<file path="config.mk">
export PLATFORM = sky130hd
export DESIGN_NAME = fpu_sequencer_flat
export DESIGN_NICKNAME = d
export VERILOG_FILES = /design/src/rtl/fpu_sequencer_if.sv /design/src/rtl/fpu_sequencer.sv /design/src/flat_wrapper.sv
export SDC_FILE = /design/constraint.sdc
export NUM_CORES = 1
export LEC_CHECK = 0
export BUFFER_PORTS_ARGS = -buffer_cell sky130_fd_sc_hd__buf_2
export CORE_MARGIN = 2
export CORE_UTILIZATION = 25
export DETAILED_ROUTE_END_ITERATION = 7
export SLEW_MARGIN = 40
export SYNTH_ARGS = -nofsm -noshare
export SYNTH_HDL_FRONTEND = slang
export SYNTH_SLANG_ARGS = --single-unit
</file>
<file path="constraint.sdc">
create_clock -name clk -period 5.65 [get_ports clk]
set_input_delay 0.565 -clock clk [delete_from_list [all_inputs] [get_ports clk]]
set_output_delay 0.565 -clock clk [all_outputs]
set_load 0.02 [all_outputs]
</file>
<file path="src/rtl/fpu_sequencer_if.sv">
// Bundle of the request/response ports toward the core and the stb/ack ports toward
// the FPU controller. The master modport is the sequencer; the slave modport is its environment.
interface fpu_sequencer_if;
    // req/rsp: a beat moves on a rising edge where valid && ready; the source holds its payload until then.
    logic        req_valid;
    logic        req_ready;
    logic [3:0]  req_op;
    logic [31:0] req_a;
    logic [31:0] req_b;
    logic        rsp_valid;
    logic        rsp_ready;
    logic [31:0] rsp_data;
    logic [1:0]  rsp_err;
    logic [3:0]  fpu_op;
    logic [31:0] fpu_in1;
    logic [31:0] fpu_in2;
    logic        fpu_in1_stb;
    logic        fpu_in1_ack;
    logic        fpu_in2_stb;
    logic        fpu_in2_ack;
    logic [31:0] fpu_out;
    logic        fpu_out_stb;
    logic        fpu_out_ack;

    modport master (
        input  req_valid, req_op, req_a, req_b, rsp_ready,
        input  fpu_in1_ack, fpu_in2_ack, fpu_out, fpu_out_stb,
        output req_ready, rsp_valid, rsp_data, rsp_err,
        output fpu_op, fpu_in1, fpu_in2, fpu_in1_stb, fpu_in2_stb, fpu_out_ack
    );

    modport slave (
        output req_valid, req_op, req_a, req_b, rsp_ready,
        output fpu_in1_ack, fpu_in2_ack, fpu_out, fpu_out_stb,
        input  req_ready, rsp_valid, rsp_data, rsp_err,
        input  fpu_op, fpu_in1, fpu_in2, fpu_in1_stb, fpu_in2_stb, fpu_out_ack
    );
endinterface

</file>
<file path="src/rtl/fpu_sequencer.sv">
// Runs one FPU operation at a time: accept request, hand in1/in2 to the FPU, collect
// the result, and return it (or an illegal-op / timeout error) on the response port.
module fpu_sequencer #(
    parameter int         TIMEOUT_CYCLES = 1024,
    parameter logic [3:0] MAX_OP         = 4'd8
) (
    input  logic                 clk,
    input  logic                 reset_n,
    fpu_sequencer_if.master      bus,
    output logic [2:0]           state_dbg
);
    typedef enum logic [2:0] {
        IDLE   = 3'd0,
        SEND_A = 3'd1,
        SEND_B = 3'd2,
        WAIT_Z = 3'd3,
        RESP   = 3'd4
    } state_t;

    localparam int              CW       = $clog2(TIMEOUT_CYCLES);
    localparam logic [CW-1:0]   CNT_LAST = CW'(TIMEOUT_CYCLES - 2);
    localparam logic [1:0]      ERR_OK   = 2'b00;
    localparam logic [1:0]      ERR_OP   = 2'b01;
    localparam logic [1:0]      ERR_TO   = 2'b10;
    localparam logic [31:0]     QNAN     = 32'h7FC0_0000;

    state_t        state;
    logic [CW-1:0] cnt;
    logic          xfer;

    assign state_dbg = state;

    // Only the handshake belonging to the current state can complete; stray acks are ignored.
    always_comb begin
        xfer = 1'b0;
        case (state)
            SEND_A:  xfer = bus.fpu_in1_stb && bus.fpu_in1_ack;
            SEND_B:  xfer = bus.fpu_in2_stb && bus.fpu_in2_ack;
            WAIT_Z:  xfer = bus.fpu_out_ack && bus.fpu_out_stb;
            default: xfer = 1'b0;
        endcase
    end

    always_ff @(posedge clk or negedge reset_n) begin
        if (!reset_n) begin
            state           <= IDLE;
            cnt             <= '0;
            bus.req_ready   <= 1'b1;
            bus.rsp_valid   <= 1'b0;
            bus.rsp_data    <= '0;
            bus.rsp_err     <= ERR_OK;
            bus.fpu_op      <= 4'b0000;
            bus.fpu_in1     <= '0;
            bus.fpu_in2     <= '0;
            bus.fpu_in1_stb <= 1'b0;
            bus.fpu_in2_stb <= 1'b0;
            bus.fpu_out_ack <= 1'b0;
        end else begin
            case (state)
                IDLE: begin
                    if (bus.req_valid) begin
                        bus.fpu_op    <= bus.req_op;
                        bus.fpu_in1   <= bus.req_a;
                        bus.fpu_in2   <= bus.req_b;
                        bus.req_ready <= 1'b0;
                        cnt           <= '0;
                        if (bus.req_op <= MAX_OP) begin
                            bus.fpu_in1_stb <= 1'b1;
                            state           <= SEND_A;
                        end else begin
                            bus.rsp_valid <= 1'b1;
                            bus.rsp_err   <= ERR_OP;
                            bus.rsp_data  <= '0;
                            state         <= RESP;
                        end
                    end
                end
                SEND_A, SEND_B, WAIT_Z: begin
                    if (xfer) begin
                        cnt <= '0;
                        if (state == SEND_A) begin
                            bus.fpu_in1_stb <= 1'b0;
                            bus.fpu_in2_stb <= 1'b1;
                            state           <= SEND_B;
                        end else if (state == SEND_B) begin
                            bus.fpu_in2_stb <= 1'b0;
                            bus.fpu_out_ack <= 1'b1;
                            state           <= WAIT_Z;
                        end else begin
                            bus.fpu_out_ack <= 1'b0;
                            bus.rsp_valid   <= 1'b1;
                            bus.rsp_data    <= bus.fpu_out;
                            bus.rsp_err     <= ERR_OK;
                            state           <= RESP;
                        end
                    end else if (cnt == CNT_LAST) begin
                        // Counter reaches TIMEOUT_CYCLES-1 on this edge: abandon the FPU handshake.
                        cnt             <= '0;
                        bus.fpu_in1_stb <= 1'b0;
                        bus.fpu_in2_stb <= 1'b0;
                        bus.fpu_out_ack <= 1'b0;
                        bus.rsp_valid   <= 1'b1;
                        bus.rsp_data    <= QNAN;
                        bus.rsp_err     <= ERR_TO;
                        state           <= RESP;
                    end else begin
                        cnt <= cnt + 1'b1;
                    end
                end
                RESP: begin
                    if (bus.rsp_ready) begin
                        bus.rsp_valid <= 1'b0;
                        bus.req_ready <= 1'b1;
                        state         <= IDLE;
                    end
                end
                default: begin
                    state <= IDLE;
                end
            endcase
        end
    end
endmodule

</file>
<file path="src/flat_wrapper.sv">
// flat-port wrapper written by rule: the top's interface ports become plain ports
module fpu_sequencer_flat 
#(
    parameter int         TIMEOUT_CYCLES = 1024,
    parameter logic [3:0] MAX_OP         = 4'd8
)
  (clk, reset_n, state_dbg, bus_req_valid, bus_req_op, bus_req_a, bus_req_b, bus_rsp_ready, bus_fpu_in1_ack, bus_fpu_in2_ack, bus_fpu_out, bus_fpu_out_stb, bus_req_ready, bus_rsp_valid, bus_rsp_data, bus_rsp_err, bus_fpu_op, bus_fpu_in1, bus_fpu_in2, bus_fpu_in1_stb, bus_fpu_in2_stb, bus_fpu_out_ack);
  fpu_sequencer_if bus_i ();
  input  logic clk;
  input  logic reset_n;
  output logic [2:0] state_dbg;
  input wire logic [$bits(bus_i.req_valid)-1:0] bus_req_valid;
  input wire logic [$bits(bus_i.req_op)-1:0] bus_req_op;
  input wire logic [$bits(bus_i.req_a)-1:0] bus_req_a;
  input wire logic [$bits(bus_i.req_b)-1:0] bus_req_b;
  input wire logic [$bits(bus_i.rsp_ready)-1:0] bus_rsp_ready;
  input wire logic [$bits(bus_i.fpu_in1_ack)-1:0] bus_fpu_in1_ack;
  input wire logic [$bits(bus_i.fpu_in2_ack)-1:0] bus_fpu_in2_ack;
  input wire logic [$bits(bus_i.fpu_out)-1:0] bus_fpu_out;
  input wire logic [$bits(bus_i.fpu_out_stb)-1:0] bus_fpu_out_stb;
  output wire logic [$bits(bus_i.req_ready)-1:0] bus_req_ready;
  output wire logic [$bits(bus_i.rsp_valid)-1:0] bus_rsp_valid;
  output wire logic [$bits(bus_i.rsp_data)-1:0] bus_rsp_data;
  output wire logic [$bits(bus_i.rsp_err)-1:0] bus_rsp_err;
  output wire logic [$bits(bus_i.fpu_op)-1:0] bus_fpu_op;
  output wire logic [$bits(bus_i.fpu_in1)-1:0] bus_fpu_in1;
  output wire logic [$bits(bus_i.fpu_in2)-1:0] bus_fpu_in2;
  output wire logic [$bits(bus_i.fpu_in1_stb)-1:0] bus_fpu_in1_stb;
  output wire logic [$bits(bus_i.fpu_in2_stb)-1:0] bus_fpu_in2_stb;
  output wire logic [$bits(bus_i.fpu_out_ack)-1:0] bus_fpu_out_ack;
  assign bus_i.req_valid = bus_req_valid;
  assign bus_i.req_op = bus_req_op;
  assign bus_i.req_a = bus_req_a;
  assign bus_i.req_b = bus_req_b;
  assign bus_i.rsp_ready = bus_rsp_ready;
  assign bus_i.fpu_in1_ack = bus_fpu_in1_ack;
  assign bus_i.fpu_in2_ack = bus_fpu_in2_ack;
  assign bus_i.fpu_out = bus_fpu_out;
  assign bus_i.fpu_out_stb = bus_fpu_out_stb;
  assign bus_req_ready = bus_i.req_ready;
  assign bus_rsp_valid = bus_i.rsp_valid;
  assign bus_rsp_data = bus_i.rsp_data;
  assign bus_rsp_err = bus_i.rsp_err;
  assign bus_fpu_op = bus_i.fpu_op;
  assign bus_fpu_in1 = bus_i.fpu_in1;
  assign bus_fpu_in2 = bus_i.fpu_in2;
  assign bus_fpu_in1_stb = bus_i.fpu_in1_stb;
  assign bus_fpu_in2_stb = bus_i.fpu_in2_stb;
  assign bus_fpu_out_ack = bus_i.fpu_out_ack;
  fpu_sequencer #(.TIMEOUT_CYCLES(TIMEOUT_CYCLES), .MAX_OP(MAX_OP)) u_core (.clk(clk), .reset_n(reset_n), .bus(bus_i), .state_dbg(state_dbg));
endmodule
</file>
== Word-level counts from Yosys, hierarchy flattened ==
Cells that the tools add are included.
Storage, ports and cells
  flip-flop bits (word level): 120
  bits of input ports: 107
  output and inout bits: 110
Cells by class
  add/subtract/negate cells: 1
  order comparisons: 1
  eq/ne operators: 15
  mux-type cells: 50
  reduce and logical (&&, ||, !) cells: 18
Operators with widths (count)
  2-to-1 mux 32 bit: 6
  case mux 32 bit (2 select lines): 1
  2-to-1 mux 10 bit: 3
  2-to-1 mux 3 bit: 7
  2-to-1 mux 1 bit: 20
  case mux 10 bit (2 select lines): 1
  2-to-1 mux 2 bit: 6
  inequality test 3 bit, second input constant: 4
  AND reduction 3 bit: 4
  adder 10 x 1 -> 10 bit, second input constant: 1
  equality test 10 bit, second input constant: 1
  case mux 3 bit (3 select lines): 1
  inequality test 2 bit, second input constant: 4
  AND reduction 7 bit: 1
  equality test 3 x 2 -> 1 bit, second input constant: 2
  case mux 1 bit (3 select lines): 2
  AND reduction 6 bit: 1
  nonzero test 2 bit: 3
  AND reduction 5 bit: 1
  less-or-equal comparator 4 bit, second input constant: 1
  case mux 1 bit (2 select lines): 2
  case mux 2 bit (2 select lines): 1
  AND reduction 2 bit: 2
  equality test 3 x 1 -> 1 bit, second input constant: 1
  other kinds (7): 9

== Depth between registers and ports, before layout ==
Gate-level depths: netlist (run 1).
  depth after elaboration: 5
  gate-level depth with buffers: 9
  depth with buffers taken out: 7

== Least setup slack after synthesis (run 1) ==
No wires, ideal clock.
  path kind: reg2reg
  from: reg u_core.state[0], in the netlist u_core.state_dbg[0]
  to: reg u_core.bus.fpu_in1[11]
  library setup time: 0.128 ns
  data arrival time: 1.756 ns
  data required time: 5.522 ns
  path slack: 3.766 ns
  stages on the path, launching flop included: 7
  period minus slack after synthesis: 1.884 ns
  cell sequence: dfrtp_1 -> nor2_1 -> nand2_1 -> nor2_2 -> buf_4 -> buf_4 -> mux2_1
Between the ends
  word-level cells in the longest chain between the ends: 2
RTL lines
  from (decl): RTL line fpu_sequencer.sv:27  | state_t state;
  from (signal assigned): RTL line fpu_sequencer.sv:46  | state <= IDLE;
  from (signal assigned): RTL line fpu_sequencer.sv:69  | state <= SEND_A;
  from (signal assigned): RTL line fpu_sequencer.sv:74  | state <= RESP;
  zero test 3 bit: RTL line fpu_sequencer.sv:59  | case (state)
  AND reduction 2 bit (no line)
  to (signal assigned): RTL line fpu_sequencer.sv:63  | bus.fpu_in1 <= bus.req_a;
  to (decl): RTL line fpu_sequencer_if.sv:29  | output fpu_op, fpu_in1, fpu_in2, fpu_in1_stb, fpu_in2_stb, fpu_out_ack
Every way passes these cells.
A chain may end at the register's enable or synchronous reset.

== Final worst setup path (run 1) ==
  from: reg u_core.state[2], in the netlist u_core.state_dbg[2]
  to: reg u_core.state[2], in the netlist u_core.state_dbg[2]
Between the ends
  word-level cells in the longest chain between the ends: 5
RTL lines
  equality test 3 x 2 -> 1 bit: RTL line fpu_sequencer.sv:36, fpu_sequencer.sv:59, fpu_sequencer.sv:85
  2-to-1 mux 3 bit: RTL line fpu_sequencer.sv:85  | end else if (state == SEND_B) begin
  2-to-1 mux 3 bit: RTL line fpu_sequencer.sv:81  | if (state == SEND_A) begin
  2-to-1 mux 3 bit: RTL line fpu_sequencer.sv:79  | if (xfer) begin
  case mux 3 bit (3 select lines): RTL line fpu_sequencer.sv:59
Several ways; a longest one is shown, not always the timed one.

==> qor.txt, run 1 <==
====================================================================================
Outcome                                                                    completed
Gate Count Post-Synth                                                            405
Period utilization                                                            44.93%
DR iter-0 viols                                                                  176
Cell taking the most area after synthesis                               sky130_fd_sc_hd__dfrtp_1
Main synth FF type                                                      sky130_fd_sc_hd__dfrtp_1
Slowest stage cell on the critical path                                 sky130_fd_sc_hd__nand2b_4
Mean routed wirelength per cell                                             14.50 um
DRT Pass-1 Iters                                                                   4
Total via count in the routed design                                            3908
Endpoint of the worst setup timing path                                 u_core.state_dbg[2]
Hold Violations, Final                                                             0
Transition time at the pin with the least slew margin                      0.7509 ns
Max IR drop VDD                                                             245.6 uV
Area post-placement                                                        6382 um^2
Fmax                                                                       393.9 MHz
RSZ-0062 raised after global routing                                              no
Count of flip-flops with a built-in enable after synthesis                         0
Top cell type's share of synthesized area                                     58.90%
Cell types occupying the most area after synthesis                      sky130_fd_sc_hd__dfrtp_1 (59%), sky130_fd_sc_hd__mux2_2 (11%), sky130_fd_sc_hd__o21ai_2 (4.9%), sky130_fd_sc_hd__mux2_1 (4.5%), sky130_fd_sc_hd__o21ai_0 (4.2%)
Final weighted congestion of routability-driven global placement              0.7121
Slowest cell delay on critical path                                          0.60 ns
X dimension of the die                                                      146.2 um
Leak pwr                                                                 0.003370 uW
Start point of the critical path                                        u_core.state_dbg[2]
Max-cap viol count                                                                 0
Layout area overhead                                                          38.95%
Total power consumption of the routed design                                 4384 uW
Nets                                                                             730
Worst setup path class                                                       reg2reg
Final setup viols                                                                  0
Sequential fraction of design power                                            32.3%
Final-layout setup total negative slack                                         0 ns
Worst setup slack before clock tree synthesis                               2.799 ns
Sw frac                                                                       39.80%
Resized cells post-CTS                                                             0
FP Rows                                                                           52
Sequence of cells on the critical path                                  nand4b_1, nor2_1, a2111o_1, buf_4, nand2b_4, o21ai_1
Average instance area after synthesis                                     12.48 um^2
DPL Wire Length                                                             9.218 mm
Worst Setup Start Kind                                                          flop
Flop and latch count out of synthesis                                            120
Number of antenna violations at the first check in global routing                  0
Clock-pin slew on the worst setup and hold paths                             0.05 ns
Synth cell types                                                                  44
Number of buffers added to fix hold violations after cts                           0
Clock root buffer                                                       sky130_fd_sc_hd__clkbuf_16
Comb pwr share                                                                 41.4%
Drt total wl                                                                13.13 mm
Power per Cell Area                                                     624.0 nW/um^2
Antenna viol nets, final                                                           0
Relative max-transition margin                                                49.76%
Proportion of layout cells with a drive suffix above 1                        53.31%
TritonCTS Buffers                                                                 17
Post-Syn Area                                                              5056 um^2
Port Buffers                                                                     216
RR Endpoint                                                             u_core.state_dbg[2]
Reg2Reg Setup Slack                                                          3.11 ns
Remaining routing DRC violations                                                   0
Critical path endpoint category                                                 flop
Number of H-tree levels                                                            4
Portion of total power attributed to the clock network                         26.3%
Clk_lat worst skew                                                           0.41 ns
Post-CTS Repair Setup Buffers                                                      0
Warnings from Yosys                                                                0
GR Util All Layers                                                            12.53%
Crit path max fanout                                                              36
Final setup skew                                                          0.01064 ns
Via count of the first global-routing pass                                      3947
Clock tree from TritonCTS                                                        yes
Arrival time of data at the critical path endpoint                           2.80 ns
Global route overflow                                                              0
Commonest non-fill, non-tap cell in the layout                          sky130_fd_sc_hd__buf_2
Worst reg2reg startpoint                                                u_core.state_dbg[2]
Internal power contribution                                                  2639 uW
Worst R2R Path Depth                                                               6
Required time of the critical path                                           5.91 ns
Share of flip-flops with an asynchronous set or reset after synthesis         100.0%
Setup slack of the critical path after layout                               3.112 ns
Seq/Total Area, Yosys                                                         59.42%
Summed area of non-filler cells in the final layout                        7025 um^2
Net count after synthesis                                                        514
Min Clock Period, post-route                                                2.538 ns
Clock Tree Buf Depth                                                               2
Clock sink total                                                                 120
Final number of max-transition violations                                          0
Net Switching                                                                1745 uW
Die Height                                                                  146.2 um
Initial core utilization                                                      25.23%
Leading cell types in the layout, fill and taps excluded                sky130_fd_sc_hd__buf_2 (215), sky130_fd_sc_hd__dfrtp_1 (119), sky130_fd_sc_hd__mux2_2 (48)
Die ar.                                                                   21380 um^2
Tightest Hold Check Type                                                    in2async
Routed vias/inst                                                               4.318
Core area                                                                 20040 um^2
First-pass GRT wire length                                                  21.13 mm
Top Ports                                                                        217
Pin count of the biggest net entering global routing                              71
WHS                                                                        0.1518 ns
====================================================================================
worst min path at each step:
stage | start | end | cells after the start
after floorplan | reset_n | u_core.bus.fpu_in1[0] | 0
after global placement | u_core.bus.rsp_valid | u_core.bus.rsp_valid | 2
after detailed placement | u_core.bus.rsp_valid | u_core.bus.rsp_valid | 2
after CTS | reset_n | u_core.bus.fpu_in2[6] | 1
after global routing | reset_n | u_core.bus.fpu_in2[6] | 1
final | reset_n | u_core.bus.fpu_in1[27] | 1
per-layer routing:
| layer | global-route usage, % | vias to the layer above | share of wire (%) | routed length (um) |
|---|---|---|---|---|
| met3 | 4.969 | 8 | 8.0 | 1044 |
| met4 | 4.126 | 0 | 1.3 | 171 |
| met5 | 0 | - | 0 | 0 |
| met1 | 16.34 | 1852 | 44 | 5821 |
| met2 | 19.08 | 157 | 46 | 6089 |
| li1 | - | 1891 | - | - |
worst max-delay path: cells and delay by family (launching register included):
kind | cells | cell delay (ns)
compound gates | 2 | 0.30
buf+inv | 1 | 0.32
flops | 1 | 0.54
simple gates | 3 | 1.19
layout make-up:
type | instances | area [um^2]
Multi-Input combinational cell | 254 | 1897
Clock buffer | 18 | 429.2
Inverter | 7 | 26.28
Sequential cell | 120 | 3004
Fill cell | 2050 | 13010
Clock inverter | 14 | 196.4
Antenna cell | 1 | 2.502
Timing Repair Buffer | 221 | 1132
Tap cell | 270 | 337.8
cells by family (layout without fill, tap and decap cells):
kind of cell             after synthesis  in the layout  share of synthesized area [%]
AO/OA/AOI/OAI                        111            111                          14.16
adder cells (fa/ha/maj)                2              2                         0.4948
multiplexers                          68             68                          15.14
flip-flops                           120            120                          59.42
AND/OR/NAND/NOR                       73             73                          7.498
buffers and inverters                 31            260                          3.291
other                                  0              1                              0
cell usage after synthesis (2+ instances only):
cell                       count
sky130_fd_sc_hd__buf_6         3
sky130_fd_sc_hd__o21ai_0      42
sky130_fd_sc_hd__nand4b_1      2
sky130_fd_sc_hd__nand2b_1      5
sky130_fd_sc_hd__o21ai_1       9
sky130_fd_sc_hd__nand3_1       5
sky130_fd_sc_hd__buf_2        10
sky130_fd_sc_hd__dfrtp_1     119
sky130_fd_sc_hd__mux2_2       48
sky130_fd_sc_hd__ha_1          2
sky130_fd_sc_hd__o21ai_2      28
sky130_fd_sc_hd__buf_4         4
sky130_fd_sc_hd__inv_1         7
sky130_fd_sc_hd__nand2_1      31
sky130_fd_sc_hd__nor4_1        2
sky130_fd_sc_hd__a21oi_1      10
sky130_fd_sc_hd__nor2_1       11
sky130_fd_sc_hd__and3_1        3
sky130_fd_sc_hd__o22ai_1       2
sky130_fd_sc_hd__nor2_2        2
sky130_fd_sc_hd__or2_2         2
sky130_fd_sc_hd__a31oi_1       6
sky130_fd_sc_hd__a21o_1        5
sky130_fd_sc_hd__clkbuf_1      6
sky130_fd_sc_hd__nor3_1        3
sky130_fd_sc_hd__mux2_1       20
metrics by stage:
| step | instances | util [%] |
|---|---|---|
| after floorplan | 405 | - |
| after global placement | 871 | 31.83 |
| after detailed placement | 871 | 31.85 |
| after CTS | 903 | 34.97 |
| after global routing | 904 | 35.05 |
| final | 905 | 35.06 |
sequential cells by signal, indices dropped and copies added (netlist names), 2 cells and up:
signal,count
u_core.bus.fpu_in1,32
u_core.bus.fpu_in2,32
u_core.bus.rsp_data,32
u_core.cnt,10
u_core.bus.fpu_op,4
u_core.state_dbg,3
u_core.bus.rsp_err,2
power by group through the flow:
| stage | registers, uW | clock network [uW] | logic, uW |
|---|---|---|---|
| 4_1_cts | 1420 | 1180 | 1840 |
| 2_1_floorplan | 1850 | 0 | 830 |
| 5_1_grt | 1470 | 1230 | 1980 |
| 3_3_place_gp | 1420 | 0 | 1820 |
| 3_5_place_dp | 1430 | 0 | 1840 |
| 6_report | 1420 | 1150 | 1810 |
(Power assumes the default switching activity.)
==> inputs of run 2 (changes only) <==
- clock period: 5.65 -> 2.5 ns (I/O delays scaled with it)
==> run 2 against run 1 <==
  * First-iteration DRC count fell by 9.1%
  * Cell count rose by 0.77%
  * Highest routed layer is now met5
  * Largest power group unchanged
  * Largest cell class unchanged
  * Maximum frequency rose by 26%
==> qor.txt, run 2 (synthesized netlist as in run 1, its figures left out) <==
================================================================================
RSZ-0062 raised after global routing                                          no
Final number of max-transition violations                                      0
Final-layout setup total negative slack                                     0 ns
Routed wl met2                                                          5.972 mm
Core area                                                             20040 um^2
Highest layer used for signal routing                                       met5
Crit path max fanout                                                          41
Port Buffers                                                                 216
Sw frac                                                                   39.28%
Drt total wl                                                            13.06 mm
Die Height                                                              146.2 um
Worst setup slack before clock tree synthesis                          0.5221 ns
Filler instances                                                            2007
Clock sink total                                                             120
Pin count of the biggest net entering global routing                          69
Internal power contribution                                              6100 uW
Max IR drop VDD                                                         623.3 uV
Sequential fraction of design power                                        31.6%
Clock root buffer                                                   sky130_fd_sc_hd__clkbuf_16
Die ar.                                                               21380 um^2
FP Rows                                                                       52
Leak pwr                                                             0.003423 uW
Setup slack of the critical path after layout                          0.4933 ns
Global route overflow                                                          0
Hold Violations, Final                                                         0
Tightest Hold Check Type                                                  in2reg
Worst setup path class                                                   reg2reg
Metal-1 WL                                                              5.584 mm
Number of antenna violations at the first check in global routing              2
Mean routed wirelength per cell                                         14.31 um
Commonest non-fill, non-tap cell in the layout                      sky130_fd_sc_hd__buf_2
Placed cell count                                                            879
Worst Setup Start Kind                                                      flop
DR iter-0 viols                                                              160
Diode count                                                                    0
Remaining routing DRC violations                                               0
Required time of the critical path                                       2.83 ns
X dimension of the die                                                  146.2 um
Via count of the first global-routing pass                                  3945
Fmax                                                                   498.3 MHz
Min Clock Period, post-route                                            2.007 ns
Area occupied by multi-input gates                                     1897 um^2
Number of H-tree levels                                                        4
Proportion of layout cells with a drive suffix above 1                    53.89%
Total via count in the routed design                                        3954
Antenna viol nets, final                                                       0
Portion of total power attributed to the clock network                     26.1%
Comb pwr share                                                             42.3%
Leading registers by flop count                                     u_core.bus.fpu_in1 x32, u_core.bus.fpu_in2 x32, u_core.bus.rsp_data x32
Total power consumption of the routed design                            10050 uW
Clock-pin slew on the worst setup and hold paths                         0.06 ns
Number of non-filler instances in the completed layout                       912
Nets                                                                         738
Transition time at the pin with the least slew margin                  0.7144 ns
DRT Pass-1 Iters                                                               5
Period utilization                                                        80.27%
Relative max-transition margin                                            51.97%
Reg2Reg Setup Slack                                                      0.49 ns
Max-cap viol count                                                             0
First-pass GRT wire length                                              20.65 mm
Net Switching                                                            3946 uW
Clock Tree Buf Depth                                                           2
Summed area of non-filler cells in the final layout                    7122 um^2
Area post-placement                                                    6476 um^2
GR Util All Layers                                                        12.36%
Outcome                                                                completed
Metal3 WL                                                               1.238 mm
Final weighted congestion of routability-driven global placement          0.7137
Arrival time of data at the critical path endpoint                       2.34 ns
Routed vias/inst                                                           4.336
FF/Latch Area                                                          3004 um^2
DPL Wire Length                                                         9.206 mm
Initial core utilization                                                  25.23%
Final setup skew                                                      0.01161 ns
Clk_lat worst skew                                                       0.41 ns
Layout area overhead                                                      40.86%
TritonCTS Buffers                                                             17
Power per Cell Area                                                 1411 nW/um^2
Final setup viols                                                              0
Critical path endpoint category                                             flop
Post-CTS Repair Setup Buffers                                                  0
Leading cell types in the layout, fill and taps excluded            sky130_fd_sc_hd__buf_2 (215), sky130_fd_sc_hd__dfrtp_1 (119), sky130_fd_sc_hd__mux2_2 (48)
Top Ports                                                                    217
Clock tree from TritonCTS                                                    yes
================================================================================
-- run 2: metal layers --
layer | up-vias | track usage, %
li1 | 1901 | -
met1 | 1870 | 14.90
met2 | 163 | 19.17
met3 | 16 | 5.531
met4 | 4 | 5.340
met5 | - | 0
-- run 2: area by class of cell --
type / instances / share of cell area, %
clock inverter: 14 / 2.758
multi-input combinational: 254 / 26.63
inverter: 7 / 0.3689
sequential: 120 / 42.18
timing repair buffer: 229 / 17.15
tap: 270 / 4.743
clock buffer: 18 / 6.167
-- run 2: timing repair --
| item | in CTS | in global routing |
|---|---|---|
| gates resized for setup | 0 | 0 |
| hold buffers | 1 | 0 |
| hold endpoints to repair | 46 | 0 |
-- run 2: worst max-delay path: stages (launching register included) --
cell	delay, ns
sky130_fd_sc_hd__dfrtp_1	0.45
sky130_fd_sc_hd__a21boi_1	0.19
sky130_fd_sc_hd__o21bai_1	0.17
sky130_fd_sc_hd__nor3_4	0.34
sky130_fd_sc_hd__buf_4	0.42
sky130_fd_sc_hd__a41oi_1	0.19
sky130_fd_sc_hd__a31oi_1	0.16
-- run 2: stage by stage --
stage          hold WS (ns)  util (%)
2_1_floorplan      -0.04559         -
3_5_place_dp         0.3338     32.32
4_1_cts             0.03560     35.54
6_report            0.06115     35.54
3_3_place_gp         0.3357     32.32
5_1_grt             0.03158     35.54
-- run 2: final timing paths --
kind / endpoint / startpoint / depth (start not counted)
worst max register to register: u_core.cnt[6] / u_core.state_dbg[0] / 6
max in group asynchronous: u_core.bus.fpu_in2[16] / reset_n / 3
worst min-delay path: u_core.bus.fpu_in1[25] / bus_req_a[25] / 2
min in group asynchronous: u_core.bus.fpu_in1[21] / reset_n / 2
worst max-delay path: u_core.cnt[6] / u_core.state_dbg[0] / 6
worst min register to register: u_core.bus.rsp_valid / u_core.bus.rsp_valid / 2
-- run 2: power groups by stage --
stage,registers (uW),logic (uW),clock network (uW)
3_5_place_dp,3210,4320,0
5_1_grt,3290,4600,2800
3_3_place_gp,3180,4300,0
4_1_cts,3190,4320,2700
6_report,3170,4250,2620
2_1_floorplan,4190,1870,0
